$ cat src/rtl/l2_arbiter_pkg.sv
// Shared cache/arbiter types for the L2 arbiter slice (package cache_types).
// Holds the LC-3b word/line types and the arbiter state and source encodings.
package cache_types;

  typedef logic [15:0]  lc3b_word;
  typedef logic [1:0]   lc3b_mem_wmask;
  typedef logic [127:0] cache_line;

  typedef enum logic [1:0] {
    IDLE    = 2'd0,
    SERVE_I = 2'd1,
    SERVE_D = 2'd2
  } arb_state_t;

  typedef enum logic {
    ICACHE = 1'b0,
    DCACHE = 1'b1
  } arb_src_t;

  localparam lc3b_mem_wmask FULL_WMASK = 2'b11;

endpackage

$ cat src/rtl/l2_arbiter_select.sv
// Combinational tie-break for the L2 arbiter: picks which cache gets the next grant.
// On a tie the source that was not granted last wins.
module arb_select
  import cache_types::*;
(
  input  logic     i_req,
  input  logic     d_req,
  input  arb_src_t last_grant,
  output arb_src_t grant
);

  // Lone requester wins; a tie goes to whichever side was not served last
  always_comb begin
    grant = ICACHE;
    if (i_req && d_req) begin
      grant = (last_grant == ICACHE) ? DCACHE : ICACHE;
    end else if (d_req) begin
      grant = DCACHE;
    end else begin
      grant = ICACHE;
    end
  end

endmodule

$ cat src/rtl/l2_arbiter.sv
// Arbitrates I-cache and D-cache line requests onto a single L2 port, one transaction at a time.
// Optional macro ARB_ROUND_ROBIN_EN alternates grants on ties; otherwise the D-cache always wins.
module l2_arbiter
  import cache_types::*;
(
  input  logic          clk,
  input  logic          rst_n,
  input  lc3b_word      icache_address,
  input  logic          icache_read,
  output cache_line     icache_rdata,
  output logic          icache_resp,
  input  lc3b_word      dcache_address,
  input  cache_line     dcache_wdata,
  input  logic          dcache_read,
  input  logic          dcache_write,
  output cache_line     dcache_rdata,
  output logic          dcache_resp,
  output lc3b_word      l2_address,
  output cache_line     l2_wdata,
  output logic          l2_read,
  output logic          l2_write,
  output lc3b_mem_wmask l2_byte_enable,
  input  cache_line     l2_rdata,
  input  logic          l2_resp
);

  arb_state_t state_q, state_d;
  lc3b_word   addr_q, addr_d;
  cache_line  wdata_q, wdata_d;
  logic       rd_q, rd_d;
  logic       wr_q, wr_d;
  logic       i_req_s, d_req_s;
  arb_src_t   grant_s, last_grant_s;

  assign i_req_s = icache_read;
  assign d_req_s = dcache_read | dcache_write;

`ifdef ARB_ROUND_ROBIN_EN
  arb_src_t last_grant_q, last_grant_d;

  // Remember who was granted so the next tie goes the other way
  always_comb begin
    last_grant_d = last_grant_q;
    if ((state_q == IDLE) && (i_req_s || d_req_s)) begin
      last_grant_d = grant_s;
    end else begin
      last_grant_d = last_grant_q;
    end
  end

  // Last-grant register
  always_ff @(posedge clk) begin
    if (!rst_n) begin
      last_grant_q <= ICACHE;
    end else begin
      last_grant_q <= last_grant_d;
    end
  end

  assign last_grant_s = last_grant_q;
`else
  // Pretending the I-cache was served last makes every tie go to the D-cache
  assign last_grant_s = ICACHE;
`endif

  arb_select u_arb_select (
    .i_req      (i_req_s),
    .d_req      (d_req_s),
    .last_grant (last_grant_s),
    .grant      (grant_s)
  );

  // Next-state logic: grant from IDLE, hold the request until the L2 responds
  always_comb begin
    state_d = state_q;
    addr_d  = addr_q;
    wdata_d = wdata_q;
    rd_d    = rd_q;
    wr_d    = wr_q;
    case (state_q)
      IDLE: begin
        if (i_req_s || d_req_s) begin
          if (grant_s == DCACHE) begin
            state_d = SERVE_D;
            addr_d  = dcache_address;
            wdata_d = dcache_wdata;
            wr_d    = dcache_write;
            rd_d    = ~dcache_write;
          end else begin
            state_d = SERVE_I;
            addr_d  = icache_address;
            rd_d    = 1'b1;
            wr_d    = 1'b0;
          end
        end else begin
          state_d = IDLE;
        end
      end
      SERVE_I, SERVE_D: begin
        if (l2_resp) begin
          state_d = IDLE;
          rd_d    = 1'b0;
          wr_d    = 1'b0;
        end else begin
          state_d = state_q;
        end
      end
      default: begin
        state_d = IDLE;
        rd_d    = 1'b0;
        wr_d    = 1'b0;
      end
    endcase
  end

  // State and latched-request registers
  always_ff @(posedge clk) begin
    if (!rst_n) begin
      state_q <= IDLE;
      addr_q  <= 16'h0000;
      wdata_q <= 128'h0;
      rd_q    <= 1'b0;
      wr_q    <= 1'b0;
    end else begin
      state_q <= state_d;
      addr_q  <= addr_d;
      wdata_q <= wdata_d;
      rd_q    <= rd_d;
      wr_q    <= wr_d;
    end
  end

  assign l2_address     = addr_q;
  assign l2_wdata       = wdata_q;
  assign l2_read        = rd_q;
  assign l2_write       = wr_q;
  assign l2_byte_enable = FULL_WMASK;

  // Read data passes straight through; only the resp strobes qualify it
  assign icache_rdata = l2_rdata;
  assign dcache_rdata = l2_rdata;
  assign icache_resp  = (state_q == SERVE_I) & l2_resp;
  assign dcache_resp  = (state_q == SERVE_D) & l2_resp;

endmodule

$ cat config.mk
export PLATFORM = sky130hd
export DESIGN_NAME = l2_arbiter
export DESIGN_NICKNAME = d
export VERILOG_FILES = /design/src/rtl/l2_arbiter_pkg.sv /design/src/rtl/l2_arbiter_select.sv /design/src/rtl/l2_arbiter.sv
export SDC_FILE = /design/constraint.sdc
export NUM_CORES = 1
export LEC_CHECK = 0
export ABC_AREA = 1
export CAP_MARGIN = 25
export CORE_AREA = 10 10 263 265
export CTS_CLUSTER_SIZE = 8
export DETAILED_ROUTE_END_ITERATION = 8
export DIE_AREA = 0 0 273 275
export GPL_TIMING_DRIVEN = 0
export RECOVER_POWER = 100
export SYNTH_ARGS = -nofsm -noshare
export SYNTH_HDL_FRONTEND = slang
export SYNTH_SLANG_ARGS = --single-unit
$ cat constraint.sdc
create_clock -name clk -period 1.5 [get_ports clk]
set_input_delay 0.3 -clock clk [delete_from_list [all_inputs] [get_ports clk]]
set_output_delay 0.3 -clock clk [all_outputs]
set_load 0.005 [all_outputs]
==> results.rst, run 1 <==
.. list-table::
   :header-rows: 1

   * - Metric
     - Value
   * - Outcome
     - finished with violations
   * - Violations in the final reports
     - setup timing
   * - Fraction of layout instances using a drive strength above 1
     - 24.7%
   * - Achievable clock frequency
     - 630 MHz
   * - IO Count
     - 700
   * - Number of input and output port buffers inserted
     - 568
   * - Crit-path cells
     - buf_6 -> ha_4 -> nand2_4 -> inv_2 -> buf_6
   * - Final Slew Violations
     - 0
   * - Mux contribution to synthesized area
     - 0%
   * - Hold Vio Cnt, Final
     - 0
   * - Sinks on Clock Net
     - 148
   * - Setup Viol. Count Final
     - 5
   * - Row count
     - between 90 and 100
   * - Synthesized flop and latch total
     - approximately 150
   * - Clock Skew
     - between 0.008 and 0.009 ns
   * - Net load switching power
     - approximately 4100 uW
   * - Power share of the sequential group
     - between 30% and 40%
   * - Area overhead of the layout relative to synthesis
     - 97.2%
   * - Design Power
     - 13,100 uW
   * - Main combinational cell family by area after synthesis
     - buffers and inverters
   * - Compound-Gate Fraction of Synth Area
     - under 10%
   * - Total number of yosys warnings
     - 0
   * - Weighted congestion at the end of routability-driven global placement
     - around 0.77
   * - Maximum net fanout on the critical path
     - 2
   * - Half-perimeter wire length after detailed placement
     - 41,700 um
   * - Data required time at the worst endpoint
     - between 1 and 1.5 ns
   * - Clock tree root buffer cell
     - sky130_fd_sc_hd__clkbuf_16
   * - Clock latency at the later pin of the worst-skew pair
     - approximately 0.46 ns
   * - Hold slack
     - about 0.18 ns
   * - DRC violation count after routing
     - 0
   * - Unrepaired setup endpoints after global routing
     - yes
   * - Normalized max-slew margin
     - around three fifths
   * - Worst Max-Slew Pin Slew
     - ~0.62 ns
   * - Simple-gate share of the synthesized area
     - a little under 20%
   * - Area share of xor/xnor cells in the synthesized design
     - 0%
   * - Tightest Hold Check Type
     - primary input to flop
   * - Pwr Density
     - between 800 and 900 nW/um2
   * - Core region area
     - 63,900 um2
   * - Routed wire length
     - around 48,000 um
   * - Die Outline Area
     - approximately 75,000 um2
   * - Die H
     - 275 um
   * - Max_cap viols
     - 0
   * - Post-layout minimum cycle time
     - about 1.6 ns
   * - Sort of element at the start of the critical path
     - flop
   * - CTS buffer count
     - 17
   * - Maximum level of the CTS H-tree
     - 4
   * - CTS tree
     - yes
   * - Mean number of vias per cell
     - between 3 and 4
   * - Internal portion of total power
     - between 8000 and 9000 uW
   * - Accumulated negative setup slack
     - -0.178 ns
   * - Worst slack at placement
     - -0.694 ns
   * - Clock Power Share
     - 32.0%
   * - Iteration count of the initial detailed-routing pass
     - 4
   * - Aggregate global-route resource usage
     - approximately an eighth
   * - Switching Share
     - 31.4%
   * - Number of instances in the synthesized netlist
     - ~1,000
   * - Final antenna-violating net count
     - 0
   * - Type of element capturing the critical path
     - output port
   * - PnR worst setup slack
     - -0.0866 ns
   * - Post-synthesis sequential area ratio
     - between 30% and 40%
   * - Type of the setup path with the least slack
     - flop to output port
   * - Number of distinct library cell variants in the gate-level netlist after synthesis
     - 22
   * - Syn Std Cell Area
     - ~7600 um2
   * - Arrival time worst endpoint
     - roughly 1.3 ns
   * - Max IR drop VDD
     - slightly above 0.8 mV
   * - Overflow after GRT
     - 0
   * - Initial detailed-routing violation count
     - approximately 200
   * - Syn avg cell area
     - about 7.6 um2
   * - Clock edge transition at the registers on the reported setup and hold paths
     - around 0.070 ns
   * - Maximum number of pins on one net before global-route repair
     - 17
   * - Antenna violations before repair
     - 19
   * - Via count of the first global-routing pass
     - about 8,100
   * - Number of nets in the finished design
     - 1,895
   * - Worst path max stage delay
     - between 0.3 and 0.4 ns
   * - First-pass GRT wire length
     - around 64,000 um
   * - Tcrit/Tclk final
     - 106%
   * - Adder and majority cell fraction of the synthesized area
     - less than 1%
   * - Overall via count from detail_route
     - 8,014
   * - Critical path's slowest cell
     - sky130_fd_sc_hd__dfxtp_2
   * - Fraction of power consumed by combinational cells
     - between 30% and 40%
   * - Starting density of the core
     - between 10% and 20%
   * - Number of buffers added to fix hold violations after cts
     - 0
   * - Maximum number of buffers from clock root to sink
     - 2
   * - Avg WL per Cell
     - a little under 20 um
   * - CP most frequent cell
     - sky130_fd_sc_hd__buf_6
   * - Pleak
     - 0.00688 uW
   * - Die Width
     - roughly 270 um
-- synthesized netlist by cell type --
| cell type | count | share of area, % |
|---|---|---|
| sky130_fd_sc_hd__o21ai_0 | 82 | 5.4 |
| sky130_fd_sc_hd__o21ai_1 | 47 | 3.1 |
| sky130_fd_sc_hd__conb_1 | 1 | 0.049 |
| sky130_fd_sc_hd__or2_2 | 1 | 0.082 |
| sky130_fd_sc_hd__ha_1 | 3 | 0.49 |
| sky130_fd_sc_hd__nand2_1 | 88 | 4.3 |
| sky130_fd_sc_hd__inv_4 | 1 | 0.082 |
| sky130_fd_sc_hd__buf_1 | 1 | 0.049 |
| sky130_fd_sc_hd__nor2_2 | 10 | 0.82 |
| sky130_fd_sc_hd__buf_2 | 6 | 0.39 |
| sky130_fd_sc_hd__nor2_1 | 280 | 14 |
| sky130_fd_sc_hd__buf_6 | 24 | 3.5 |
| sky130_fd_sc_hd__clkbuf_1 | 13 | 0.64 |
| sky130_fd_sc_hd__inv_2 | 2 | 0.098 |
| sky130_fd_sc_hd__inv_1 | 23 | 1.1 |
| sky130_fd_sc_hd__nand3_1 | 4 | 0.26 |
| sky130_fd_sc_hd__dfxtp_1 | 148 | 39 |
| sky130_fd_sc_hd__nor2_4 | 2 | 0.29 |
| sky130_fd_sc_hd__buf_8 | 3 | 0.59 |
| sky130_fd_sc_hd__nor2_8 | 1 | 0.26 |
| sky130_fd_sc_hd__buf_4 | 261 | 26 |
| sky130_fd_sc_hd__a21oi_1 | 4 | 0.26 |
-- power by group through the flow --
stage / clock, uW / sequential [uW] / combinational, uW
finish: 4190 / 4660 / 4220
global route: 4540 / 4720 / 4660
CTS: 4450 / 4660 / 4400
detailed placement: 0 / 4750 / 4590
global placement: 0 / 4740 / 4610
floorplan: 0 / 4770 / 1720
-- worst max-delay path, delay by kind of cell, from the launching register on --
| family | cells | cell delay (ns) |
|---|---|---|
| fa+ha+maj | 1 | 0.15 |
| buf+inv | 3 | 0.27 |
| flops | 1 | 0.34 |
| simple gates | 1 | 0.06 |
-- what timing repair did --
item	CTS	global route
setup buffers	3	0
pin swaps	3	3
setup endpoints to repair	281	126
resized for setup	219	61
cloned	1	1
-- flip-flops by register name, indices dropped and copies added, names as in the netlist --
name	count
state_q	2
l2_write	1
l2_wdata	128
l2_read	1
l2_address	16
-- layout by cell type (no fill, tap or decap), types with 3 or more instances in the layout --
cell / n
sky130_fd_sc_hd__inv_1: 19
sky130_fd_sc_hd__clkdlybuf4s15_2: 9
sky130_fd_sc_hd__dlygate4sd2_1: 128
sky130_fd_sc_hd__buf_6: 22
sky130_fd_sc_hd__buf_4: 261
sky130_fd_sc_hd__clkinv_4: 3
sky130_fd_sc_hd__buf_8: 8
sky130_fd_sc_hd__nor2_1: 257
sky130_fd_sc_hd__clkbuf_1: 14
sky130_fd_sc_hd__clkdlybuf4s15_1: 4
sky130_fd_sc_hd__clkdlybuf4s50_1: 165
sky130_fd_sc_hd__inv_2: 4
sky130_fd_sc_hd__buf_12: 6
sky130_fd_sc_hd__dlygate4sd3_1: 255
sky130_fd_sc_hd__nand3_1: 4
sky130_fd_sc_hd__a21oi_1: 4
sky130_fd_sc_hd__o21ai_0: 72
sky130_fd_sc_hd__nor2_2: 32
sky130_fd_sc_hd__inv_6: 7
sky130_fd_sc_hd__dfxtp_1: 144
sky130_fd_sc_hd__buf_2: 6
sky130_fd_sc_hd__ha_4: 3
sky130_fd_sc_hd__nor2_4: 3
sky130_fd_sc_hd__clkbuf_16: 17
sky130_fd_sc_hd__dfxtp_2: 4
sky130_fd_sc_hd__nand2_1: 86
sky130_fd_sc_hd__o21ai_1: 57
-- routing by layer --
metal	part of all wire [%]	GRT usage (%)	up-vias
li1	-	-	4051
met1	36	12.1	3462
met2	48	20.3	420
met3	14	7.96	55
met4	2.3	3.93	26
met5	0.33	0	-
-- layout make-up --
class	count	area, um2
fill	7016	48800
timing repair buffer	573	5580
sequential	148	2970
buffer	308	2460
multi-input combinational	524	2330
tap	855	1070
clock buffer	18	429
clock inverter	13	114
inverter	26	108
antenna	2	5.00
-- cell families after synthesis --
family / after synthesis
AND/OR/NAND/NOR: 386
buffers and inverters: 334
flip-flops: 148
adder cells (fa/ha/maj): 3
other: 1
AO/OA/AOI/OAI: 133
-- worst paths after layout --
check             slack [ns]  startpoint  cells past startpoint             to
setup reg to reg       -0.01  state_q[1]                     10  l2_address[5]
hold / removal          0.18       rst_n                      3  l2_wdata[117]
hold reg to reg         0.46    l2_write                      2       l2_write
setup / recovery       -0.09  state_q[1]                      5    dcache_resp
-- stage by stage --
step / cells / utilization [%] / area (um2)
floorplan: 1006 / - / 7640
global placement: 2429 / 22.5 / 14400
detailed placement: 2429 / 22.5 / 14400
CTS: 2464 / 23.3 / 14900
global route: 2465 / 23.6 / 15100
finish: 2467 / 23.6 / 15100
No activity file was read; power rests on OpenSTA's default activity.
==> inputs of run 2 (changes only) <==
--- a/config.mk
+++ b/config.mk
@@ -5,12 +5,11 @@
 export SDC_FILE = /design/constraint.sdc
 export NUM_CORES = 1
 export LEC_CHECK = 0
-export ABC_AREA = 1
 export CAP_MARGIN = 25
-export CORE_AREA = 10 10 263 265
+export CORE_AREA = 10 10 265 267
 export CTS_CLUSTER_SIZE = 8
 export DETAILED_ROUTE_END_ITERATION = 8
-export DIE_AREA = 0 0 273 275
+export DIE_AREA = 0 0 275 277
 export GPL_TIMING_DRIVEN = 0
 export RECOVER_POWER = 100
 export SYNTH_ARGS = -nofsm -noshare
==> run 2 against run 1 <==
  * The run still ends with setup timing left
  * Hold slack got worse by 0.014 ns
  * Register-to-register slack worse by 0.05 ns
  * Via count fell by 2.3%
  * Flip-flop and latch count stayed put
  * Sequential power is 4% lower
  * Synthesized area fell by 4.5%
  * Synthesized cell count shrank 9.0%
  * Power rose by 0.39%
  * Clock skew is 0.0016 ns higher
  * Cell count down 2.6%
  * Highest routed layer is now met4
==> results.rst, run 2 <==
.. list-table::
   :header-rows: 1

   * - Metric
     - Value
   * - Hold Vio Cnt, Final
     - 0 (unchanged)
   * - Leading post-synthesis cells by instance count
     - sky130_fd_sc_hd__buf_4, sky130_fd_sc_hd__nand2_1, sky130_fd_sc_hd__dfxtp_1
   * - Final antenna-violating net count
     - 0 (unchanged)
   * - Synth Flop Type
     - sky130_fd_sc_hd__dfxtp_1
   * - Maximum level of the CTS H-tree
     - 4 (unchanged)
   * - Post-layout minimum cycle time
     - 1.61 ns (+0.0236 ns)
   * - Synth top area cells
     - sky130_fd_sc_hd__dfxtp_1, sky130_fd_sc_hd__buf_4, sky130_fd_sc_hd__nand2_1
   * - Commonest cells after routing, fill and taps aside
     - sky130_fd_sc_hd__buf_4, sky130_fd_sc_hd__dlygate4sd3_1, sky130_fd_sc_hd__nand2_1
   * - Type of element capturing the critical path
     - output port
   * - Sort of element at the start of the critical path
     - flop
   * - Half-perimeter wire length after detailed placement
     - 34,400 um (-18%)
   * - Maximum net fanout on the critical path
     - 2 (unchanged)
   * - Starting density of the core
     - 11.2% (-0.76 points)
   * - Aggregate global-route resource usage
     - 10.3% (-1.9 points)
   * - Number of nets in the finished design
     - 1,822 (-3.9%)
   * - Pleak
     - 0.00674 uW (-2.1%)
   * - Weighted congestion at the end of routability-driven global placement
     - 0.760 (-1.5%)
   * - Syn avg cell area
     - 7.97 um2 (+4.9%)
   * - Critical path's slowest cell
     - sky130_fd_sc_hd__dfxtp_4
   * - Maximum number of pins on one net before global-route repair
     - 17 (unchanged)
   * - Die Width
     - 275 um (+0.73%)
   * - Worst path bufs/invs
     - 2 (-1)
   * - Cell area after layout
     - 15,200 um2 (+0.75%)
   * - Clock latency at the later pin of the worst-skew pair
     - 0.48 ns (+0.02 ns)
   * - CTS tree
     - yes
   * - CTS buffer count
     - 17 (unchanged)
   * - Avg WL per Cell
     - 17.6 um (-10%)
   * - Number of enable-type register cells in the synthesized netlist
     - 0 (unchanged)
   * - Max IR drop VDD
     - 0.812 mV (-1.8%)
   * - Row count
     - 94 (+1.1%)
   * - Worst Max-Slew Pin Slew
     - 0.720 ns (+0.0988 ns)
   * - Antenna violations before repair
     - 1 (-18)
   * - Fraction of layout instances using a drive strength above 1
     - 25.0% (+0.31 points)
   * - Worst path max stage delay
     - 0.35 ns (about the same)
   * - Outcome
     - finished with violations
   * - Clock tree root buffer cell
     - sky130_fd_sc_hd__clkbuf_16
   * - Largest area contributor in the synthesized netlist
     - sky130_fd_sc_hd__dfxtp_1
   * - Overall via count from detail_route
     - 7,833 (-2.3%)
   * - Arrival time worst endpoint
     - 1.31 ns (+0.02 ns)
   * - Max_cap viols
     - 0 (unchanged)
   * - First-pass GRT wire length
     - 56,200 um (-12%)
   * - Pwr Density
     - 865 nW/um2 (-0.35%)
   * - Number of flip-flops in the largest register
     - 128 (unchanged)
   * - Largest delay share family, worst path
     - flip-flops
   * - Placed cell area
     - 14,100 um2 (-2.3%)
   * - Normalized max-slew margin
     - 52.0% (-6.6 points)
   * - Hold slack
     - 0.162 ns (-0.0138 ns)
   * - Final cell count without fillers
     - 2,403 (-2.6%)
   * - Clock edge transition at the registers on the reported setup and hold paths
     - 0.06 ns (about the same)
   * - Maximum number of buffers from clock root to sink
     - 2 (unchanged)
   * - Area overhead of the layout relative to synthesis
     - 108%
   * - Data required time at the worst endpoint
     - 1.20 ns (about the same)
   * - Post-synthesis sequential area ratio
     - 40.6% (+1.8 points)
   * - Tcrit/Tclk final
     - 107% (+1.6 points)
   * - Setup Viol. Count Final
     - 31 (+26)
   * - Violations in the final reports
     - setup timing
   * - Routed wire length
     - 42,300 um (-12%)
   * - Number of buffers added to fix hold violations after cts
     - 0 (unchanged)
   * - Number of distinct library cell variants in the gate-level netlist after synthesis
     - 27 (+23%)
   * - Final Slew Violations
     - 0 (unchanged)
   * - Core region area
     - 65,200 um2 (+2.0%)
   * - Number of instances in the synthesized netlist
     - 915 (-9.0%)
   * - Fraction of registers with async set or reset after synthesis
     - 0% (unchanged)
   * - Clock Skew
     - 0.00985 ns (+0.00157 ns)
   * - Achievable clock frequency
     - 621 MHz (-1.5%)
   * - Iteration count of the initial detailed-routing pass
     - 4 (unchanged)
   * - Synthesized flop and latch total
     - 148 (unchanged)
   * - Mean number of vias per cell
     - 3.26 (+0.34%)
   * - Unrepaired setup endpoints after global routing
     - yes
   * - Crit-path cells
     - buf_12 -> ha_4 -> and2_4 -> buf_6
   * - # placed instances
     - 2,348 (-3.3%)
   * - Type of the setup path with the least slack
     - flop to output port
   * - Sinks on Clock Net
     - 148 (unchanged)
   * - Fraction of synthesized cell area taken by the top area cell type
     - 40.6% (+1.8 points)
   * - Initial detailed-routing violation count
     - 268 (+33%)
   * - Die H
     - 277 um (+0.73%)
   * - DRC violation count after routing
     - 0 (unchanged)
   * - IO Count
     - 700 (unchanged)
   * - Syn Std Cell Area
     - 7290 um2 (-4.5%)
   * - Via count of the first global-routing pass
     - 7,820 (-3.5%)
   * - Most frequent standard cell in the layout excluding fill and tap cells
     - sky130_fd_sc_hd__buf_4
   * - Total number of yosys warnings
     - 0 (unchanged)
   * - Number of input and output port buffers inserted
     - 568 (unchanged)
   * - Tightest Hold Check Type
     - primary input to flop
   * - Layout filler cell count
     - 7,312 (+4.2%)
   * - Die Outline Area
     - 76,200 um2 (+1.5%)
   * - Cell with the most instances after synthesis
     - sky130_fd_sc_hd__buf_4
   * - Overflow after GRT
     - 0 (unchanged)
   * - Worst reg2reg setup slack
     - -0.06 ns (-0.05 ns)
   * - PnR worst setup slack
     - -0.110 ns (-0.0236 ns)
[run 2: area by class of cell]
type	count	area [um2]	share of cell area (%)
Clock inverter	13	174	1.15
Tap cell	864	1080	7.12
Sequential cell	148	2980	19.6
Buffer	306	2460	16.2
Antenna cell	1	2.50	0.0165
Clock buffer	19	443	2.92
Timing Repair Buffer	590	5850	38.6
Multi-Input combinational cell	458	2170	14.3
Inverter	4	20.0	0.132
[run 2: worst register-to-register path: stages, from the launching register on]
cell and delay, ns:
sky130_fd_sc_hd__dfxtp_4 0.35, sky130_fd_sc_hd__inv_2 0.08, sky130_fd_sc_hd__ha_4 0.16, sky130_fd_sc_hd__o21a_4 0.24, sky130_fd_sc_hd__buf_6 0.13, sky130_fd_sc_hd__buf_6 0.17
sky130_fd_sc_hd__buf_8 0.16, sky130_fd_sc_hd__nand2_1 0.08, sky130_fd_sc_hd__a21oi_1 0.11
[run 2: logic make-up (layout without fill, tap and decap cells)]
logic type | count (synthesis) | in the layout | synth area share [%]
AO/OA/AOI/OAI | 168 | 168 | 11.7
adder cells (fa/ha/maj) | 3 | 3 | 0.515
buffers and inverters | 310 | 932 | 30.7
flip-flops | 148 | 148 | 40.6
multiplexers | 16 | 16 | 2.20
other | 1 | 3 | 0.0514
AND/OR/NAND/NOR | 269 | 269 | 14.2
[run 2: power by group]
part / internal (uW) / leakage, uW / total (uW) / switching (uW)
clock: 2690 / 0.000296 / 4690 / 2000
sequential: 4290 / 0.00123 / 4470 / 178
combinational: 2340 / 0.00521 / 3960 / 1620
[run 2: path summary, 6_finish.rpt]
check | from | end | depth (start not counted)
worst max-delay path | state_q[0] | icache_resp | 4
worst max register to register | state_q[0] | l2_wdata[115] | 8
worst min-delay path | dcache_write | l2_write | 3
worst min register to register | l2_wdata[69] | l2_wdata[69] | 2
[run 2: repair_timing]
| action | 4_1_cts | 5_1_grt |
|---|---|---|
| buffers inserted | 4 | 7 |
| endpoints found under the setup margin | 296 | 137 |
| cloned | 2 | 10 |
| resized for setup | 250 | 68 |
| pin swaps | 0 | 1 |
| hold endpoints to repair | 0 | 0 |
[run 2: through the flow]
| step | setup slack [ns] | setup TNS, ns | power (uW) | utilization [%] |
|---|---|---|---|---|
| 2_1_floorplan | 0.167 | 0 | 5980 | - |
| 3_3_place_gp | -1.38 | -155.87 | 8440 | 21.6 |
| 3_5_place_dp | -1.38 | -154.10 | 8460 | 21.6 |
| 4_1_cts | -0.216 | -0.436 | 13300 | 22.7 |
| 5_1_grt | -0.194 | -6.31 | 13900 | 23.3 |
| 6_report | -0.110 | -0.824 | 13100 | 23.3 |
[run 2: layer usage]
layer | wire, um | GRT usage [%]
met1 | 15500 | 10.3
met2 | 21300 | 18.4
met3 | 4760 | 4.70
met5 | 0 | 0
met4 | 754 | 3.69
